`config.mk`:
```
export PLATFORM = sky130hd
export DESIGN_NAME = decoder_5x32
export DESIGN_NICKNAME = d
export VERILOG_FILES = /design/src/rtl/decoder_5x32.sv
export SDC_FILE = /design/constraint.sdc
export NUM_CORES = 1
export LEC_CHECK = 0
export ABC_AREA = 1
export BUFFER_PORTS_ARGS = -buffer_cell sky130_fd_sc_hd__buf_2
export CELL_PAD_IN_SITES_DETAIL_PLACEMENT = 1
export CELL_PAD_IN_SITES_GLOBAL_PLACEMENT = 2
export CORE_AREA = 3 3 64 66
export DETAILED_ROUTE_END_ITERATION = 10
export DIE_AREA = 0 0 67 69
export GPL_ROUTABILITY_DRIVEN = 0
export GPL_TIMING_DRIVEN = 0
export PLACE_DENSITY = 0.8
export SLEW_MARGIN = 20
export SYNTH_ARGS = -nofsm -noshare
export SYNTH_HDL_FRONTEND = slang
export SYNTH_SLANG_ARGS = --single-unit
```
`constraint.sdc`:
```
create_clock -name clk -period 1.03 [get_ports clk]
set_input_delay 0.206 -clock clk [delete_from_list [all_inputs] [get_ports clk]]
set_output_delay 0.206 -clock clk [all_outputs]
set_load 0.02 [all_outputs]
```
`src/rtl/decoder_5x32.sv`:
```
// Registered 5-to-32 one-hot decoder: one cycle from sampled D/E to O, no backpressure.
// Unknown select or deasserted enable decodes to all-zero so X never reaches O.
module decoder_5x32 (
  input  logic        clk,
  input  logic        rst_n,
  input  logic [4:0]  D,
  input  logic        E,
  output logic [31:0] O
);

  logic [31:0] decode;

  // Equality against an unknown D is never true, so X/Z select falls through to zero.
  always_comb begin
    decode = '0;
    if (E) begin
      for (int i = 0; i < 32; i++) begin
        if (D == i[4:0]) begin
          decode[i] = 1'b1;
        end
      end
    end
  end

  always_ff @(posedge clk or negedge rst_n) begin
    if (!rst_n) begin
      O <= '0;
    end else begin
      O <= decode;
    end
  end

endmodule

```
======== Yosys cells after proc, flatten, opt, wreduce, memory -nomap -nowiden ========
Cells that the tools add are included.
word-level totals
  register bits ........................... 32
  output and inout port bits .............. 32
  logic and storage cells ................. 66
operators by class
  equality and inequality tests ........... 31
  muxes and demuxes ....................... 33
  reduce and logical (&&, ||, !) cells .... 1
operators by type and width
  kind                  number
  $eq A5 B5 Y1 const B  16
  $eq A5 B4 Y1 const B  8
  $mux W1               32
  $mux W32              1
  $eq A5 B3 Y1 const B  4
  $eq A5 B2 Y1 const B  2
  $eq A5 B1 Y1 const B  1
  $logic_not A5 Y1      1

======== Longest topological paths before layout ========
  word-level depth ........................ 3
  gate-level depth with buffers ........... 4
  mapped depth without buffers ............ 4

======== Least setup slack after synthesis ========
No wires, ideal clock.
  kind .................................... input port to flip-flop
  start ................................... input D[4]
  end ..................................... register O[19]
  library setup time ...................... 121 ps
  arrival ................................. 598 ps
  required time ........................... 909 ps
  slack ................................... 310 ps
  stages on the path ...................... 3
  path buffers ............................ 1
  cells stage by stage .................... nand2_1 -> buf_2 -> nor2_1
between the ends
  word-level cells in the longest chain between the ends .. 3
RTL lines
  element                 RTL line  text
  start: declaration      6         input logic [4:0] D,
  $eq A5 B5 Y1            18        if (D == i[4:0]) begin
  $mux W1                 18
  $mux W32                16        if (E) begin
  via decode[19]          11        logic [31:0] decode;
  end signal: assignment  29        O <= decode;
  end: declaration        8         output logic [31:0] O
The timed path passes the listed nets, and every way through them passes these cells.

======== Worst setup path in the final report ========
  start ................................... register O[7]
  end ..................................... output O[7]
No word-level cell between the ends.

==> flow_summary_export.csv <==
group,metric,value,unit
yosys,synth_cells,99,
detailed_routing,drtPass1Iterations,4,
critical_path,slowest_delay,0.39,ns
placed_design,placed_cells,186,
yosys,ys_top_cells_by_count,"nor2_1, dfrtp_1, nand2_1",
clock_network,clk_path_buf_depth,2,
cells_and_area,largest_reg_flops,32,
sta,setup_viol,0,
critical_path,cp.required,0.82,ns
critical_path,endpoint_kind,"output port",
sta,rsz0062_at_grt,"true",
critical_path,path_cells,"buf_6",
yosys,syn_nets,107,
critical_path,critPathTopFamily,"flip-flops",
placed_design,port_buffers,39,
yosys,ys_ff_latch,32,
yosys,yosys.area.top_type_share,75.0,%
power,p_comb_share,6.6,%
sta,hold_violations,0,
cells_and_area,largest_register,"O",
sta,maxSlewHeadroom,72.4,%
floorplanning,die-area,4620,um2
yosys,synth.most_common_cell,"nor2_1",
cells_and_area,fill_cells,429,
critical_path,cp_max_fo,1,
detailed_routing,wl_per_cell,12.1,um
cells_and_area,biggestRegsByFlops,"O x32",
cells_and_area,diodes,0,
power,p_clk_share,39.9,%
min_path,min_path_cells,4,
power,internal_power,1.86,mW
min_path,hold_path_class,"in2reg",
sta,holdWs,0.268,ns
sta,worst_pin_slew,0.414,ns
power,power-per-cell-area,1570,nW/um2
floorplanning,die_w,67,um
yosys,synth_ff_type,"dfrtp_1",
critical_path,cp_slowest_cell,"dfrtp_1",
detailed_routing,drcViolationCount,0,
global_routing,antenna_found_initial,0,
yosys,yosysWarnings,0,
power,p_seq_share,53.6,%
critical_path,path_buf_inv,1,
yosys,yosysUniqueCellTypes,7,
clock_network,htreeDepth,2,
yosys,synth_edf_count,0,
power,switching_share,21.8,%
power,peakVddDrop,0.416,mV
global_routing,overflow,0,
detailed_routing,postRouteWirelength,2350,um
power,p_sw,519,uW
placed_design,post-dp-hpwl,1770,um
detailed_routing,drt_iter0_drc,20,
yosys,syn_area,1070,um2
clock_network,cts_setup_buffers,0,
global_routing,grt_pass1_wl,3980,um
cells_and_area,final_cell_count_no_fill,195,
critical_path,critical_path_class,"reg2out",
yosys,async_flop_share,100,%
clock_network,cts_sinks,32,
floorplanning,die_y,69,um
critical_path,cp.arrival,0.80,ns
job,drv_cap,0,
sta,maxClockFrequency,990,MHz
status,outcome,"complete, no violations",
floorplanning,core,3630,um2
cells_and_area,fin_nets,154,
min_path,hp-start,"D[2]",
global_routing,grtUsageTotal,12.0,%
cells_and_area,fin_util,41.7,%
yosys,yosys.area.top_type,"dfrtp_1",
floorplanning,rows,22,
global_routing,grt_pass1_vias,850,
cells_and_area,layout-drive-gt1-share,34.7,%
critical_path,cp-start-kind,"flop",
power,total_power,2.38,mW
min_path,hold_end,"O[27]$_DFF_PN0_",
detailed_routing,ant_nets,0,
floorplanning,ioPinCount,40,
yosys,ys_seq_area_share,75.0,%
yosys,synthTopCellsByArea,"dfrtp_1, nor2_1, nand2_1",
sta,finalMaxSlewViolations,0,
clock_network,clk_pin_slew,0.06,ns
power,p_leak,0.832,nW
yosys,avgSynthCellArea,10.8,um2
detailed_routing,vias,790,
floorplanning,start_util,29.4,%
detailed_routing,vias_per_cell,4.05,
sta,finalCritPeriodShare,98.1,%
clock_network,cts-root-buf,"clkbuf_8",
cells_and_area,syn2layout_area_growth,42.0,%
clock_network,numCtsBuffers,5,
global_routing,grt_max_degree,33,
clock_network,cts_tree,"done",
sta,final.min_clock_period,1.01,ns
what timing repair did:
item / in CTS / in global routing
endpoints found under the setup margin: 2 / 47
resized for setup: 4 / 26
hold buffers: 1 / 0
pin swaps: 0 / 0
hold endpoints to repair: 32 / 0
layer usage:
layer / global-route usage, % / share of wire (%) / vias up
met3: 4.07 / 6.3 / 5
met5: 0 / 0 / -
met2: 18.4 / 49 / 28
li1: - / - / 385
met1: 13.9 / 42 / 372
met4: 7.43 / 3.1 / 0
cells in the final DEF, fill, tap and decap left out:
cell type      Yosys  layout
buf_2              1      24
buf_4              1       2
buf_6              0      14
clkbuf_1           0       2
clkbuf_4           0       1
clkbuf_8           0       6
dfrtp_1           32      32
dlygate4sd3_1      0       1
inv_1              7       7
nand2_1           20      20
nor2_1            34      34
nor2_2             4       4
worst max-delay path by stage:
stage | startpoint | endpoint | cells past startpoint
floorplan | D[4] | O[19]$_DFF_PN0_ | 3
global placement | D[4] | O[28]$_DFF_PN0_ | 4
detailed placement | D[4] | O[19]$_DFF_PN0_ | 4
CTS | O[7]$_DFF_PN0_ | O[7] | 1
global route | O[23]$_DFF_PN0_ | O[23] | 1
finish | O[7]$_DFF_PN0_ | O[7] | 1
kinds of logic (layout without fill, tap and decap cells):
| kind of cell | Yosys count | after routing | synth area share, % |
|---|---|---|---|
| buf+inv | 9 | 57 | 3.63 |
| simple gates | 58 | 58 | 21.3 |
| flops | 32 | 32 | 75.0 |
layout make-up:
class	instances	area, um2	share of cell area (%)
timing repair buffer	40	298	19.7
buffer	2	12.5	0.826
clock buffer	8	90.1	5.95
sequential	32	801	52.8
tap	48	60.1	3.96
multi-input combinational	58	228	15.0
inverter	7	26.3	1.73
power groups by stage:
stage / registers [mW] / clock network (mW) / logic [mW]
after global routing: 1.27 / 1.05 / 0.178
after detailed placement: 1.29 / 0 / 0.150
final: 1.27 / 0.948 / 0.156
after floorplan: 1.31 / 0 / 0.0563
after global placement: 1.29 / 0 / 0.145
after CTS: 1.27 / 0.984 / 0.154
through the flow:
step                worst slack (ns)  instance area [um2]  setup TNS (ns)
floorplan                      0.310                 1070               0
global placement              0.0710                 1320               0
detailed placement            0.0437                 1320               0
CTS                          0.00381                 1440               0
global route                -0.00728                 1520         -0.0192
finish                        0.0196                 1520               0
No activity file was read; power rests on OpenSTA's default activity.
